**config.mk**
```make
export PLATFORM = sky130hd
export DESIGN_NAME = onewire_bit_engine_flat
export DESIGN_NICKNAME = d
export VERILOG_FILES = /design/src/rtl/onewire_bit_engine_if.sv /design/src/rtl/onewire_bit_engine.sv /design/src/flat_wrapper.sv
export SDC_FILE = /design/constraint.sdc
export NUM_CORES = 1
export LEC_CHECK = 0
export BUFFER_PORTS_ARGS = -buffer_cell sky130_fd_sc_hd__buf_4
export CAP_MARGIN = 0
export CORE_MARGIN = 10
export CORE_UTILIZATION = 50
export CTS_CLUSTER_SIZE = 24
export DETAILED_ROUTE_END_ITERATION = 8
export GPL_TIMING_DRIVEN = 0
export MAX_ROUTING_LAYER = met4
export PLACE_DENSITY = 0.69
export SLEW_MARGIN = 25
export SYNTH_ARGS = -nofsm -noshare
export SYNTH_HDL_FRONTEND = slang
export SYNTH_SLANG_ARGS = --single-unit
```
**constraint.sdc**
```tcl
create_clock -name clock -period 7.2 [get_ports clock]
set_input_delay 0 -clock clock [delete_from_list [all_inputs] [get_ports clock]]
set_output_delay 0 -clock clock [all_outputs]
set_load 0.03 [all_outputs]
```
**src/rtl/onewire_bit_engine_if.sv**
```systemverilog
// Handshake and bus signals of the 1-wire bit engine.
// master = byte source / host / bus side, slave = the engine.
interface onewire_bit_engine_if;
  logic       tx_valid;
  logic [7:0] tx_data;
  logic       tx_ack;
  logic       cmd_reset;
  logic       rd_req;
  logic [7:0] rx_byte;
  logic       rx_valid;
  logic       presence;
  logic       busy;
  logic       bus_pull_low;
  logic       bus_in;

  modport master (
    output tx_valid, tx_data, cmd_reset, rd_req, bus_in,
    input  tx_ack, rx_byte, rx_valid, presence, busy, bus_pull_low
  );

  modport slave (
    input  tx_valid, tx_data, cmd_reset, rd_req, bus_in,
    output tx_ack, rx_byte, rx_valid, presence, busy, bus_pull_low
  );
endinterface

```
**src/rtl/onewire_bit_engine.sv**
```systemverilog
// 1-wire bit engine: serialises FIFO bytes as write slots, runs reset/presence
// sequences and 8-slot byte reads. Open-drain: only pulls low or releases.
//
// state    | meaning
// IDLE     | bus released, waiting for cmd_reset / tx_valid / rd_req
// RST_LOW  | reset pulse, bus low 480 us
// RST_WAIT | released 70 us, presence sampled at the end
// RST_REC  | released 410 us recovery
// W_LOW    | write slot low part, 6 us for a 1, 60 us for a 0
// W_REL    | write slot release, remainder of the 70 us slot
// R_LOW    | read slot low 6 us
// R_SAMP   | read slot release 9 us, bus sampled at the end
// R_REC    | read slot recovery 55 us
module onewire_bit_engine #(
  parameter int CLK_PER_US = 4,
  parameter int US_W       = 10
) (
  input logic               clock,
  input logic               reset,
  onewire_bit_engine_if.slave bus
);
  localparam int PRE_W = $clog2(CLK_PER_US);
  localparam logic [PRE_W-1:0] PRE_LAST = PRE_W'(CLK_PER_US - 1);

  localparam logic [US_W-1:0] T_RST_LOW  = US_W'(480);
  localparam logic [US_W-1:0] T_RST_WAIT = US_W'(70);
  localparam logic [US_W-1:0] T_RST_REC  = US_W'(410);
  localparam logic [US_W-1:0] T_W1_LOW   = US_W'(6);
  localparam logic [US_W-1:0] T_W0_LOW   = US_W'(60);
  localparam logic [US_W-1:0] T_W1_REL   = US_W'(64);
  localparam logic [US_W-1:0] T_W0_REL   = US_W'(10);
  localparam logic [US_W-1:0] T_R_LOW    = US_W'(6);
  localparam logic [US_W-1:0] T_R_SAMP   = US_W'(9);
  localparam logic [US_W-1:0] T_R_REC    = US_W'(55);

  typedef enum logic [3:0] {
    IDLE, RST_LOW, RST_WAIT, RST_REC, W_LOW, W_REL, R_LOW, R_SAMP, R_REC
  } state_t;

  state_t           state;
  logic [PRE_W-1:0] pre_cnt;
  logic [US_W-1:0]  us_cnt;
  logic [US_W-1:0]  phase_us;
  logic [2:0]       bit_cnt;
  logic [7:0]       tx_sh;
  logic [7:0]       rx_sh;
  logic             phase_end;

  always_comb begin
    phase_us = US_W'(1);
    unique case (state)
      RST_LOW:  phase_us = T_RST_LOW;
      RST_WAIT: phase_us = T_RST_WAIT;
      RST_REC:  phase_us = T_RST_REC;
      W_LOW:    phase_us = tx_sh[0] ? T_W1_LOW : T_W0_LOW;
      W_REL:    phase_us = tx_sh[0] ? T_W1_REL : T_W0_REL;
      R_LOW:    phase_us = T_R_LOW;
      R_SAMP:   phase_us = T_R_SAMP;
      R_REC:    phase_us = T_R_REC;
      default:  phase_us = US_W'(1);
    endcase
  end

  assign phase_end = (state != IDLE) && (pre_cnt == PRE_LAST) &&
                     (us_cnt == phase_us - US_W'(1));

  always_ff @(posedge clock) begin
    if (!reset) begin
      state            <= IDLE;
      pre_cnt          <= '0;
      us_cnt           <= '0;
      bit_cnt          <= '0;
      tx_sh            <= '0;
      rx_sh            <= '0;
      bus.tx_ack       <= 1'b0;
      bus.rx_byte      <= '0;
      bus.rx_valid     <= 1'b0;
      bus.presence     <= 1'b0;
      bus.busy         <= 1'b0;
      bus.bus_pull_low <= 1'b0;
    end else begin
      bus.tx_ack   <= 1'b0;
      bus.rx_valid <= 1'b0;

      // every state change happens on phase_end, so clearing here restarts the timebase on entry
      if (state == IDLE || phase_end) begin
        pre_cnt <= '0;
        us_cnt  <= '0;
      end else if (pre_cnt == PRE_LAST) begin
        pre_cnt <= '0;
        us_cnt  <= us_cnt + US_W'(1);
      end else begin
        pre_cnt <= pre_cnt + PRE_W'(1);
      end

      unique case (state)
        IDLE: begin
          if (bus.cmd_reset) begin
            state            <= RST_LOW;
            bus.busy         <= 1'b1;
            bus.bus_pull_low <= 1'b1;
          end else if (bus.tx_valid) begin
            state            <= W_LOW;
            tx_sh            <= bus.tx_data;
            bit_cnt          <= '0;
            bus.tx_ack       <= 1'b1;
            bus.busy         <= 1'b1;
            bus.bus_pull_low <= 1'b1;
          end else if (bus.rd_req) begin
            state            <= R_LOW;
            rx_sh            <= '0;
            bit_cnt          <= '0;
            bus.busy         <= 1'b1;
            bus.bus_pull_low <= 1'b1;
          end
        end
        RST_LOW: if (phase_end) begin
          state            <= RST_WAIT;
          bus.bus_pull_low <= 1'b0;
        end
        RST_WAIT: if (phase_end) begin
          state        <= RST_REC;
          bus.presence <= ~bus.bus_in;
        end
        RST_REC: if (phase_end) begin
          state    <= IDLE;
          bus.busy <= 1'b0;
        end
        W_LOW: if (phase_end) begin
          state            <= W_REL;
          bus.bus_pull_low <= 1'b0;
        end
        W_REL: if (phase_end) begin
          if (bit_cnt == 3'd7) begin
            // back-to-back streaming: next byte starts without an IDLE cycle
            if (bus.tx_valid && !bus.cmd_reset) begin
              state            <= W_LOW;
              tx_sh            <= bus.tx_data;
              bit_cnt          <= '0;
              bus.tx_ack       <= 1'b1;
              bus.bus_pull_low <= 1'b1;
            end else begin
              state    <= IDLE;
              bit_cnt  <= '0;
              bus.busy <= 1'b0;
            end
          end else begin
            state            <= W_LOW;
            tx_sh            <= tx_sh >> 1;
            bit_cnt          <= bit_cnt + 3'd1;
            bus.bus_pull_low <= 1'b1;
          end
        end
        R_LOW: if (phase_end) begin
          state            <= R_SAMP;
          bus.bus_pull_low <= 1'b0;
        end
        R_SAMP: if (phase_end) begin
          state          <= R_REC;
          rx_sh[bit_cnt] <= bus.bus_in;
        end
        R_REC: if (phase_end) begin
          if (bit_cnt == 3'd7) begin
            state        <= IDLE;
            bit_cnt      <= '0;
            bus.rx_byte  <= rx_sh;
            bus.rx_valid <= 1'b1;
            bus.busy     <= 1'b0;
          end else begin
            state            <= R_LOW;
            bit_cnt          <= bit_cnt + 3'd1;
            bus.bus_pull_low <= 1'b1;
          end
        end
        default: state <= IDLE;
      endcase
    end
  end
endmodule
```
**src/flat_wrapper.sv**
```systemverilog
// flat-port wrapper written by rule: the top's interface ports become plain ports
module onewire_bit_engine_flat 
#(
  parameter int CLK_PER_US = 4,
  parameter int US_W       = 10
)
  (clock, reset, bus_tx_valid, bus_tx_data, bus_cmd_reset, bus_rd_req, bus_bus_in, bus_tx_ack, bus_rx_byte, bus_rx_valid, bus_presence, bus_busy, bus_bus_pull_low);
  onewire_bit_engine_if bus_i ();
  input logic clock;
  input logic reset;
  input wire logic [$bits(bus_i.tx_valid)-1:0] bus_tx_valid;
  input wire logic [$bits(bus_i.tx_data)-1:0] bus_tx_data;
  input wire logic [$bits(bus_i.cmd_reset)-1:0] bus_cmd_reset;
  input wire logic [$bits(bus_i.rd_req)-1:0] bus_rd_req;
  input wire logic [$bits(bus_i.bus_in)-1:0] bus_bus_in;
  output wire logic [$bits(bus_i.tx_ack)-1:0] bus_tx_ack;
  output wire logic [$bits(bus_i.rx_byte)-1:0] bus_rx_byte;
  output wire logic [$bits(bus_i.rx_valid)-1:0] bus_rx_valid;
  output wire logic [$bits(bus_i.presence)-1:0] bus_presence;
  output wire logic [$bits(bus_i.busy)-1:0] bus_busy;
  output wire logic [$bits(bus_i.bus_pull_low)-1:0] bus_bus_pull_low;
  assign bus_i.tx_valid = bus_tx_valid;
  assign bus_i.tx_data = bus_tx_data;
  assign bus_i.cmd_reset = bus_cmd_reset;
  assign bus_i.rd_req = bus_rd_req;
  assign bus_i.bus_in = bus_bus_in;
  assign bus_tx_ack = bus_i.tx_ack;
  assign bus_rx_byte = bus_i.rx_byte;
  assign bus_rx_valid = bus_i.rx_valid;
  assign bus_presence = bus_i.presence;
  assign bus_busy = bus_i.busy;
  assign bus_bus_pull_low = bus_i.bus_pull_low;
  onewire_bit_engine #(.CLK_PER_US(CLK_PER_US), .US_W(US_W)) u_core (.clock(clock), .reset(reset), .bus(bus_i));
endmodule
```
## Word-level counts from Yosys, hierarchy flattened

Cells that the tools add are included.

- Register bits: 48
- Bits of input ports: 14
- Output and inout port bits: 13
- Logic and storage cells: 139

- Add/sub/neg operators: 4
- Order comparisons: 2
- Eq/ne operators: 32
- Muxes and demuxes: 61
- Bitwise operators: 2
- Reductions and logical operators: 26

Operators with widths:

| cell | count |
|---|---|
| 10-bit case mux with 8 select lines | 1 |
| 8-bit two-way mux | 9 |
| 4-bit two-way mux | 11 |
| 4-bit case mux with 9 select lines | 1 |
| 8-bit case mux with 2 select lines | 2 |
| 3-bit two-way mux | 8 |
| 2-bit by 1-bit inequality test with 1-bit output (second input constant) | 12 |
| 1-bit two-way mux | 21 |
| 4-bit by 3-bit == test with 1-bit output (second input constant) | 4 |
| 2-bit inequality test (second input constant) | 6 |
| 4-bit nonzero test | 3 |
| 10-bit by 1-bit adder with 10-bit output (second input constant) | 1 |
| 10-bit == test | 1 |
| 5-bit AND reduction | 2 |
| 10-bit by 1-bit subtractor with 10-bit output (second input constant) | 1 |
| 9-bit AND reduction | 1 |
| 8-bit bitwise mux | 1 |
| 4-bit by 2-bit == test with 1-bit output (second input constant) | 2 |
| 1-bit case mux with 4 select lines | 2 |
| 8-bit AND reduction | 1 |
| 7-bit two-way mux | 1 |
| 7-bit AND reduction | 1 |
| 6-bit two-way mux | 1 |
| 3-bit inequality test (second input constant) | 2 |
| other kinds (23) | 32 |

## Depth between registers and ports, before layout

Gate-level depths: netlist of run 1.

- Word-level depth: 7
- Mapped depth: 16
- Depth with buffers taken out: 12

## Least setup slack after synthesis of run 1

Ideal clock, no wire load.

- Path kind: register -> register
- From: register u_core.state[2]
- To: register u_core.bus.rx_byte[0]
- Setup time: 0.116 ns
- Arrival: 3.486 ns
- Data required time: 7.084 ns
- Setup slack: 3.597 ns
- Cell stages (with the launch flop): 16
- Cells stage by stage: dfxtp_1 > buf_4 > buf_2 > clkbuf_1 > nand2b_1 > o31a_1 > o21ai_0 > a21oi_1 > ha_1 > and3b_1 > o21a_1 > nor4_1 > o2111ai_4 > a2111oi_4 > mux2i_1 > nor2b_1

- Word-level cells in the longest chain between the ends: 6
- Elaborated cells on any way between the ends: 15
- Those cells by class: add/sub (1); eq/ne (9); mux (1); reduce/logical (4)

Ends and longest elaborated chain:

| what | RTL line | source |
|---|---|---|
| from (decl) | onewire_bit_engine.sv:40 | `state_t state;` |
| from (signal assigned) | onewire_bit_engine.sv:69 | `state <= IDLE;` |
| from (signal assigned) | onewire_bit_engine.sv:99 | `state <= RST_LOW;` |
| from (signal assigned) | onewire_bit_engine.sv:103 | `state <= W_LOW;` |
| 4-bit == test, or another cell as far along | onewire_bit_engine.sv:51, onewire_bit_engine.sv:96 |  |
| 10-bit case mux with 8 select lines | onewire_bit_engine.sv:51 | `unique case (state)` |
| 10-bit by 1-bit subtractor with 10-bit output | onewire_bit_engine.sv:65 | `(us_cnt == phase_us - US_W'(1));` |
| 10-bit == test | onewire_bit_engine.sv:65 |  |
| 1-bit logical AND | onewire_bit_engine.sv:64 | `assign phase_end = (state != IDLE) && (pre_cnt == PRE_LAST) &&` |
| 3-bit AND reduction (no source line) (*) | n/a |  |
| to (signal assigned) | onewire_bit_engine.sv:166 | `bus.rx_byte <= rx_sh;` |
| to (decl) | onewire_bit_engine_if.sv:23 | `output tx_ack, rx_byte, rx_valid, presence, busy, bus_pull_low` |

Mark *: on every way between the ends. The rest lies on a longest branch, timed or not.
A chain may end at the register's enable or synchronous reset.

## Worst setup path in the final report of run 1

- From: register u_core.state[2]
- To: register u_core.bus.presence

- Word-level cells in the longest chain between the ends: 6
- Elaborated cells on any way between the ends: 15
- Those cells by class: add/sub (1); eq/ne (9); mux (1); reduce/logical (4)

Ends and longest elaborated chain:

| what | RTL line | source |
|---|---|---|
| 4-bit == test, or another cell as far along | onewire_bit_engine.sv:51 |  |
| 10-bit case mux with 8 select lines | onewire_bit_engine.sv:51 |  |
| 10-bit by 1-bit subtractor with 10-bit output | onewire_bit_engine.sv:65 |  |
| 10-bit == test | onewire_bit_engine.sv:65 |  |
| 1-bit logical AND | onewire_bit_engine.sv:64 |  |
| 2-bit AND reduction (no source line) (*) | n/a |  |
| to (signal assigned) | onewire_bit_engine.sv:123 | `bus.presence <= ~bus.bus_in;` |
| to (decl) | onewire_bit_engine_if.sv:23 |  |

Marked as above.

==> results.cfg, run 1 <==
[synth]
syn_inst = 378
yosys_warnings = 0
synth_edf_count = 0
synth.avg_cell_area_um2 = 8.328
netlist_area_um2 = 3148
async_flop_share = 0
ys_seq_area_frac = 0.3052
synthFlopType = dfxtp_1
syn_nets = 397
ys_types = 68
ys_ff_latch = 48

[sta]
fin_crit_sh = 0.6035
final_hold_viol_count = 0
fmax_mhz = 230.1
relSlewSlack = 0.4468
max_slew.worst_pin.slew_ns = 0.8299
setup_viol = 0
rsz0062_at_grt = false
tns_ns = 0
skew_ns = 0.006947
drv_slew = 0
fin_crit_ns = 4.345
holdWs_ns = 0.02080

[global_routing]
grt_pass1_vias = 2680
grt_max_degree = 15
grt_use_total = 0.1626
antenna_found_initial = 0
grt_pass1_wl_um = 13380
grt.overflow.total = 0

[route]
wl_per_cell_um = 16.20
drt_iter0_drc = 212
num_vias = 2860
ant_nets = 0
wirelength_um = 7887
vias_per_cell = 5.873
firstDrtPassIters = 5
drc = 0

[die]
core_area_um2 = 6026
fp.dieW_um = 99.35
num_rows = 28
die_h_um = 99.35
io_pins = 27
start_util = 0.5224
die_area_um2 = 9869

[critical_path]
slowest_stage = a211oi_2
critPathArrivalTime_ns = 4.53
setup.worst_path.class = flip-flop to flip-flop
r2r_end = u_core.bus.presence$_SDFFE_PN0P_
crit_fanout = 10
critPathLaunchType = flip-flop
crit_path_cell_trace = buf_4 -> buf_2 -> clkbuf_1 -> nand2b_1 -> o31a_1 -> o21ai_0 -> a21oi_1 -> ha_1 -> and3b_1 -> o21a_1 -> nor4_1 -> o2111ai_4 -> a211oi_2 -> buf_2 -> nand3_1 -> mux2i_1
r2r_setup_slack_ns = 2.85
critPathRequiredTime_ns = 7.39
cp_slowest_stage_delay_ns = 0.55
endpoint_kind = flip-flop
cp_common_cell = buf_2
r2r_start = u_core.state[2]$_SDFFE_PN0P_
reg2reg_depth = 16

[cells_and_area]
area_growth_pct = 12.88
utilization = 0.5897
drive_gt1_frac = 0.1578
num_antenna_cells = 0
layout.nets = 430

[min_path]
min-delay-start = bus_tx_data[7]
whs_path_depth = 3
holdPathEnd = u_core.tx_sh[7]$_SDFFE_PN0P_
min_path_type = input pin to flip-flop

[clocking]
root_buffer = clkbuf_8
cts_tree = done
cts_sinks = 48
clkTransAtPathRegs_ns = 0.09
post_cts_buffers = 0
cts_made_buffers = 5
clock_latency_ns = 0.30
clk_path_buf_depth = 2
htree_levels = 2

[pwr]
static-leakage-power_uw = 0.001355
peakVddDrop_uv = 225.6
cellPowerDensity_nw_per_um2 = 310.7

[run_status]
status = finished clean

[placement]
dp_hpwl_um = 5919
place_congestion = 0.8943
portBuffers = 25

[job]
maxCapViolations = 0
==> Yosys cell counts, types with 3 or more instances <==
library cell	count	area share
a21boi_0	3	0.0072
a21o_1	7	0.017
a21oi_1	18	0.029
and3_1	6	0.012
buf_2	8	0.013
clkbuf_1	16	0.019
dfxtp_1	48	0.31
ha_1	5	0.020
inv_1	4	0.0048
mux2_2	7	0.025
mux2i_1	27	0.086
nand2_1	43	0.051
nand2b_1	10	0.020
nand3_1	4	0.0064
nand3b_1	13	0.031
nand4_1	7	0.014
nor2_1	29	0.035
nor2b_1	14	0.028
nor3_1	14	0.022
nor3b_1	5	0.012
nor4b_1	3	0.0083
o21a_1	3	0.0072
o21ai_0	9	0.014
o31a_1	3	0.0083
o31ai_1	3	0.0072
o41ai_1	4	0.011
or4_1	3	0.0072
xnor2_1	3	0.0083
xor2_1	9	0.025
==> metal layers <==
| layer | vias to the layer above | global-route usage | part of all wire |
|---|---|---|---|
| met3 | 14 | 0.02837 | 0.044 |
| met2 | 90 | 0.2490 | 0.47 |
| li1 | 1429 | - | - |
| met4 | 0 | 0.04851 | 0.016 |
| met5 | - | - | 0 |
| met1 | 1327 | 0.2127 | 0.47 |
==> final cells by class <==
cell class	count	area (µm²)
Buffer	27	126.4
Clock buffer	6	72.57
Clock inverter	2	35.03
Fill cell	569	2472
Inverter	5	18.77
Multi-Input combinational cell	298	2048
Sequential cell	48	960.9
Tap cell	75	93.84
Timing Repair Buffer	26	197.7
==> cell usage in the layout, fill, tap and decap left out, types with 3 or more instances in the layout <==
cell	n
nor2_1	29
nand3_1	4
mux2_2	7
mux2i_1	27
o41ai_1	4
ha_1	5
nand2b_1	10
and3_1	6
dfxtp_1	48
nor3b_1	5
clkbuf_8	5
clkbuf_1	17
nand4_1	7
xor2_1	9
o31a_1	3
buf_4	27
a21oi_1	18
nand3b_1	13
a21o_1	7
xnor2_1	3
o21ai_0	9
nor3_1	14
nand2_1	43
buf_2	8
o21a_1	3
inv_1	4
o31ai_1	3
or4_1	3
nor2b_1	14
a21boi_0	3
==> sequential cells by signal, indices dropped and copies added, names as in the netlist <==
register                 flops
u_core.bus.presence          1
u_core.tx_sh                 8
u_core.state                 4
u_core.bus.bus_pull_low      1
u_core.bus.rx_valid          1
u_core.us_cnt               10
u_core.bit_cnt               3
u_core.bus.rx_byte           8
u_core.bus.tx_ack            1
u_core.pre_cnt               2
u_core.bus.busy              1
u_core.rx_sh                 8
==> repair_timing <==
action                                 in CTS  in global routing
endpoints found under the hold margin       1                  0
resized for setup                           0                  0
hold buffers                                1                  0
==> critical path, delay by kind of cell (launching register included) <==
kind            cells  cell delay, ns
fa+ha+maj           1            0.31
simple gates        4            0.93
flops               1            0.40
compound gates      6            1.32
buf+inv             4            1.12
mux                 1            0.15
==> cell families (layout without fill, tap and decap cells) <==
logic type	Yosys count	after routing	share of synthesized area
compound gates	74	74	0.1765
xor+xnor	13	13	0.03856
buf+inv	32	66	0.04610
fa+ha+maj	5	5	0.01987
flops	48	48	0.3052
mux	34	34	0.1109
simple gates	172	172	0.3029
==> power breakdown <==
group	internal (µW)	total (µW)	switching, µW
logic	246	598	353
registers	297	315	18.0
clock network	103	191	87.8
==> per-stage QoR <==
stage / setup slack, ns / total power (µW) / area [µm²] / std cells
after floorplan: 3.597 / 783.6 / 3148 / 378
after global placement: 2.923 / 900.8 / 3430 / 478
after detailed placement: 2.921 / 910.5 / 3436 / 478
after CTS: 2.875 / 1103 / 3553 / 487
after global routing: 2.446 / 1177 / 3553 / 487
final: 2.855 / 1104 / 3553 / 487
==> how the worst max path moves through the flow <==
stage	startpoint	to	slack, ns	cells after the start
6_report	u_core.state[2]$_SDFFE_PN0P_	u_core.bus.presence$_SDFFE_PN0P_	2.85	16
5_1_grt	u_core.state[2]$_SDFFE_PN0P_	u_core.rx_sh[0]$_SDFFE_PN0P_	2.45	15
4_1_cts	u_core.state[2]$_SDFFE_PN0P_	u_core.bus.presence$_SDFFE_PN0P_	2.88	16
3_5_place_dp	u_core.state[2]$_SDFFE_PN0P_	u_core.bus.presence$_SDFFE_PN0P_	2.92	16
3_3_place_gp	u_core.state[2]$_SDFFE_PN0P_	u_core.bus.presence$_SDFFE_PN0P_	2.92	16
2_1_floorplan	u_core.state[2]$_SDFFE_PN0P_	u_core.bus.rx_byte[0]$_SDFFE_PN0P_	3.60	15
No activity file was read; power rests on OpenSTA's default activity.
==> run 2: changes to the inputs <==
- clock period: 7.2 -> 4 ns (I/O delays scaled with it)
==> run 2 against run 1 <==
Against the previous run: register-to-register slack worse by 2.7 ns; non-clock buffer count increased by 2; cell count rose by 0.41%; worst setup slack worse by 2.7 ns; power is 83% higher; critical path type unchanged; largest power group unchanged.
==> results.cfg, run 2 (synthesis gave the netlist of run 1 again) <==
[route]
firstDrtPassIters = 4
drt_iter0_drc = 181
vias_per_cell = 5.857
drc = 0
wirelength_um = 7948
wl_per_cell_um = 16.25
ant_nets = 0
num_vias = 2864

[critical_path]
critPathLaunchType = flip-flop
worstSetupEndpoint = u_core.bus.presence$_SDFFE_PN0P_
endpoint_kind = flip-flop
critPathArrivalTime_ns = 3.99
reg2reg_depth = 15
r2r_end = u_core.bus.presence$_SDFFE_PN0P_
setup.worst_path.start = u_core.state[2]$_SDFFE_PN0P_
crit_fanout = 10
r2r_start = u_core.state[2]$_SDFFE_PN0P_
setup.worst_path.class = flip-flop to flip-flop
r2r_setup_slack_ns = 0.20
critPathRequiredTime_ns = 4.19

[sta]
fin_crit_sh = 0.9511
tns_ns = 0
relSlewSlack = 0.5039
drv_slew = 0
setup_viol = 0
rsz0062_at_grt = true
final_hold_viol_count = 0
fmax_mhz = 262.9
skew_ns = 0.008398
max_slew.worst_pin.slew_ns = 0.7422
setup_slack_ns = 0.1956
fin_crit_ns = 3.804

[cells_and_area]
final_common_cell = dfxtp_1
layout_common_cells = 48 x dfxtp_1, 43 x nand2_1, 29 x buf_4, 29 x nor2_1, 27 x mux2i_1
num_antenna_cells = 0
drive_gt1_frac = 0.1763
layout.nets = 432
area_growth_pct = 15.10
top_register = u_core.us_cnt
largest_reg_flops = 10
utilization = 0.6013

[global_routing]
grt_use_total = 0.1635
grt_max_degree = 15
grt.overflow.total = 0
grt_pass1_vias = 2668
antenna_found_initial = 0
grt_pass1_wl_um = 13450

[die]
start_util = 0.5224
die_area_um2 = 9869
num_rows = 28
io_pins = 27
die_h_um = 99.35
fp.dieW_um = 99.35
core_area_um2 = 6026

[clocking]
clk_path_buf_depth = 2
cts_made_buffers = 5
cts_sinks = 48
htree_levels = 2
root_buffer = clkbuf_8
clock_latency_ns = 0.30
cts_tree = done
clkTransAtPathRegs_ns = 0.09

[pwr]
static-leakage-power_uw = 0.001393
switching_power_uw = 841.3
pwr-share-comb = 0.550
p_int_uw = 1180
peakVddDrop_uv = 381.9
switching_share = 0.4162
finalPower_uw = 2021
cellPowerDensity_nw_per_um2 = 557.8
power_frac_seq = 0.280
clkPwrFrac = 0.170

[placement]
place_congestion = 0.8943
portBuffers = 25
pre_cts_slack_ns = -0.2786
dp_hpwl_um = 5919

[job]
maxCapViolations = 0

[run_status]
status = finished clean

[min_path]
min_path_type = input pin to flip-flop
[run 2: stage by stage]
stage | cell area (µm²) | cells | hold slack (ns)
finish | 3623 | 489 | 0.02435
CTS | 3587 | 488 | 0.008695
global placement | 3430 | 478 | 0.2883
global route | 3623 | 489 | 0.01743
detailed placement | 3436 | 478 | 0.2864
floorplan | 3148 | 378 | 0.1803
[run 2: power by group through the flow]
stage          logic, µW  clock network (µW)  registers, µW
6_report            1110                 343            566
3_5_place_dp        1060                   0            578
4_1_cts             1080                 354            567
2_1_floorplan        826                   0            584
3_3_place_gp        1050                   0            576
5_1_grt             1210                 375            573
[run 2: worst min-delay path by stage]
stage	cells after the start	startpoint	end
3_5_place_dp	3	bus_bus_in	u_core.bus.presence$_SDFFE_PN0P_
4_1_cts	3	bus_tx_data[7]	u_core.tx_sh[7]$_SDFFE_PN0P_
2_1_floorplan	2	bus_bus_in	u_core.bus.presence$_SDFFE_PN0P_
5_1_grt	3	bus_tx_data[7]	u_core.tx_sh[7]$_SDFFE_PN0P_
6_report	3	bus_tx_data[7]	u_core.tx_sh[7]$_SDFFE_PN0P_
3_3_place_gp	3	bus_bus_in	u_core.bus.presence$_SDFFE_PN0P_
[run 2: repair_timing]
action,in CTS,in global routing
hold buffers,1,0
endpoints found under the hold margin,1,0
setup buffers,1,2
pin swaps,1,1
gates resized for setup,2,8
endpoints found under the setup margin,41,38
[run 2: cell type report]
class / count / area (µm²)
timing repair buffer: 29 / 232.7
clock buffer: 6 / 72.57
sequential: 48 / 960.9
clock inverter: 2 / 35.03
inverter: 5 / 18.77
multi-input combinational: 298 / 2085
buffer: 26 / 125.1
tap: 75 / 93.84
fill: 557 / 2402
[run 2: critical path, stage by stage, from the launching register on]
cell and delay (ns):
dfxtp_1 0.41, buf_4 0.19, buf_2 0.24, clkbuf_2 0.25, nand2b_1 0.10, o31a_1 0.23, o21ai_0 0.07, a21oi_1 0.10
ha_1 0.31, xnor2_1 0.43, xnor2_2 0.21, o2111ai_4 0.18, a211oi_4 0.37, buf_2 0.29, nand3_1 0.15, mux2i_1 0.15
[run 2: metal layers]
metal | GRT usage | wire length, µm | vias up
li1 | - | - | 1431
met1 | 0.2163 | 3689 | 1342
met2 | 0.2490 | 3796 | 79
met3 | 0.02837 | 342 | 12
met4 | 0.04520 | 121 | 0
met5 | - | 0 | -
==> run 3: changes to the inputs <==
- ABC_AREA: not set -> 1
==> run 3 against run 2 <==
Against the previous run: first-iteration DRC count decreased by 15%; worst hold slack better by 0.017 ns; routed wire length shrank 13%; worst setup slack improved by 0.62 ns; register-to-register slack improved by 0.62 ns; core utilization fell by 0.62 points; combinational power increased by 14%; critical path depth increased by 1; sequential share of layout area increased by 2.8 points; via count decreased by 2.8%; largest power group unchanged.
==> results.cfg, run 3 <==
[synth]
synthTopCellsByArea = dfxtp_1 34%, nand2_1 14%, nor2_1 7.7%, nand3_1 5.1%, inv_1 4.9%
yosys.area.top_type = dfxtp_1
ys_seq_area_frac = 0.3380
ys_ff_latch = 48
yosysTopAreaCellShare = 0.3380
syn_inst = 432
ys_types = 39
syn_nets = 451
synth_common_cells = 107 x nand2_1, 58 x nor2_1, 48 x dfxtp_1
synth.avg_cell_area_um2 = 6.580
yosys_warnings = 0
async_flop_share = 0
synth_edf_count = 0
synthFlopType = dfxtp_1
yosysMostFrequentCell = nand2_1
netlist_area_um2 = 2843

[route]
wirelength_um = 6896
drc = 0
firstDrtPassIters = 4
num_vias = 2784
ant_nets = 0
wl_per_cell_um = 12.79
vias_per_cell = 5.165
drt_iter0_drc = 153

[critical_path]
worstSetupEndpoint = u_core.bus.rx_byte[4]$_SDFFE_PN0P_
setup.worst_path.start = u_core.state[2]$_SDFFE_PN0P_
r2r_end = u_core.bus.rx_byte[4]$_SDFFE_PN0P_
r2r_start = u_core.state[2]$_SDFFE_PN0P_
crit_fanout = 9
r2r_setup_slack_ns = 0.82
setup.worst_path.class = flip-flop to flip-flop
critPathArrivalTime_ns = 3.39
endpoint_kind = flip-flop
reg2reg_depth = 16
critPathRequiredTime_ns = 4.21
critPathLaunchType = flip-flop

[placement]
portBuffers = 26
place_area_um2 = 3128
place_congestion = 0.9120
dp_hpwl_um = 5232

[cells_and_area]
area_growth_pct = 15.27
num_antenna_cells = 0
drive_gt1_frac = 0.1670
largest_reg_flops = 10
layout_common_cells = 107 x nand2_1, 58 x nor2_1, 48 x dfxtp_1
fillers = 536
multi_input_area_um2 = 1654
top_register = u_core.us_cnt
final_common_cell = nand2_1
seq_area_um2 = 960.9
layout.nets = 486
fin_area_um2 = 3277

[die]
die_area_um2 = 9101
start_util = 0.5162
io_pins = 27
fp.dieW_um = 95.40
die_h_um = 95.40
core_area_um2 = 5507
num_rows = 27

[global_routing]
grt_max_degree = 15
grt_pass1_wl_um = 11890
grt_use_total = 0.1618
antenna_found_initial = 0
grt_pass1_vias = 2660
grt.overflow.total = 0

[sta]
rsz0062_at_grt = false
fin_crit_ns = 3.184
relSlewSlack = 0.6222
final_hold_viol_count = 0
skew_ns = 0.008992
setup_viol = 0
max_slew.worst_pin.slew_ns = 0.5667
fmax_mhz = 314.1
tns_ns = 0
fin_crit_sh = 0.7959
drv_slew = 0

[clocking]
clock_latency_ns = 0.30
clkTransAtPathRegs_ns = 0.09
cts_made_buffers = 5
post_cts_resized = 0
cts_tree = done
root_buffer = clkbuf_8
htree_levels = 2
clk_path_buf_depth = 2
cts_sinks = 48

[min_path]
whs_path_depth = 4
min_path_type = input pin to flip-flop

[job]
maxCapViolations = 0

[pwr]
cellPowerDensity_nw_per_um2 = 707.5
peakVddDrop_uv = 378.2
static-leakage-power_uw = 0.001515

[run_status]
status = finished clean
[run 3: cell count changes after synthesis, moves of 8 or more]
| cell | change |
|---|---|
| nor2b_1 | -14 |
| nand3b_1 | -12 |
| inv_2 | +8 |
| nand2_2 | +8 |
| clkbuf_1 | -12 |
| mux2i_1 | -27 |
| nor2_1 | +29 |
| inv_1 | +33 |
| nand3_1 | +25 |
| nand2b_1 | -10 |
| nand2_1 | +64 |
[run 3: how the worst min path moves through the flow]
stage                         from                                to  slack [ns]
floorplan                    reset    u_core.bit_cnt[0]$_SDFFE_PN0P_        0.14
global placement    bus_tx_data[7]      u_core.tx_sh[7]$_SDFFE_PN0P_        0.28
CTS                 bus_tx_data[1]      u_core.tx_sh[1]$_SDFFE_PN0P_        0.04
detailed placement  bus_tx_data[7]      u_core.tx_sh[7]$_SDFFE_PN0P_        0.29
global route        bus_tx_data[3]      u_core.tx_sh[3]$_SDFFE_PN0P_        0.05
finish                  bus_bus_in  u_core.bus.presence$_SDFFE_PN0P_        0.04
[run 3: metrics by stage]
stage / power (µW) / utilization / instances / hold WS (ns) / worst slack, ns
floorplan: 1653 / - / 432 / 0.1384 / 1.312
global placement: 1878 / 0.5681 / 530 / 0.2841 / 0.7980
detailed placement: 1905 / 0.5681 / 530 / 0.2917 / 0.8056
CTS: 2321 / 0.5951 / 539 / 0.03924 / 0.7964
global route: 2540 / 0.5951 / 539 / 0.05239 / 0.4693
finish: 2319 / 0.5951 / 539 / 0.04154 / 0.8163
[run 3: layer usage]
metal,wire [µm],vias up,track usage
met5,0,-,-
met4,70,0,0.04300
met3,191,7,0.02592
met2,3321,45,0.2716
met1,3313,1253,0.1971
li1,-,1479,-
[run 3: cell families after synthesis]
kind of cell / count (synthesis) / share of synthesized area
AO/OA/AOI/OAI: 50 / 0.09683
XOR/XNOR: 8 / 0.02465
adder cells (fa/ha/maj): 5 / 0.02201
buffers and inverters: 57 / 0.08010
flip-flops: 48 / 0.3380
AND/OR/NAND/NOR: 264 / 0.4384
[run 3: final cells by class]
type | instances | area share
plain buffers | 9 | 0.01336
clock buffers | 5 | 0.02100
clock inverters | 2 | 0.01833
inverters | 48 | 0.05613
multi-input cells | 327 | 0.5048
flip-flops and latches | 48 | 0.2932
well taps | 72 | 0.02749
repair buffers | 28 | 0.06567
[run 3: what timing repair did]
action / CTS / global route
hold endpoints to repair: 4 / 0
hold buffers: 2 / 0
endpoints found under the setup margin: 0 / 0
setup buffers: 0 / 0
[run 3: power by group]
group	internal (µW)	switching (µW)	total (µW)
logic	432	842	1270
clock network	246	166	413
registers	560	72.3	632
[run 3: worst max-delay path, stage by stage, from the launching register on]
cell	delay (ns)
dfxtp_1	0.35
nor2_1	0.36
inv_1	0.15
o221ai_1	0.22
nor2_1	0.07
ha_1	0.28
xnor2_1	0.12
nor3_1	0.16
nand2_1	0.07
nor2_1	0.13
nand4_1	0.16
nor2_4	0.15
nand3_4	0.15
nor3_4	0.43
inv_4	0.11
nor2_1	0.12
nor2_1	0.05
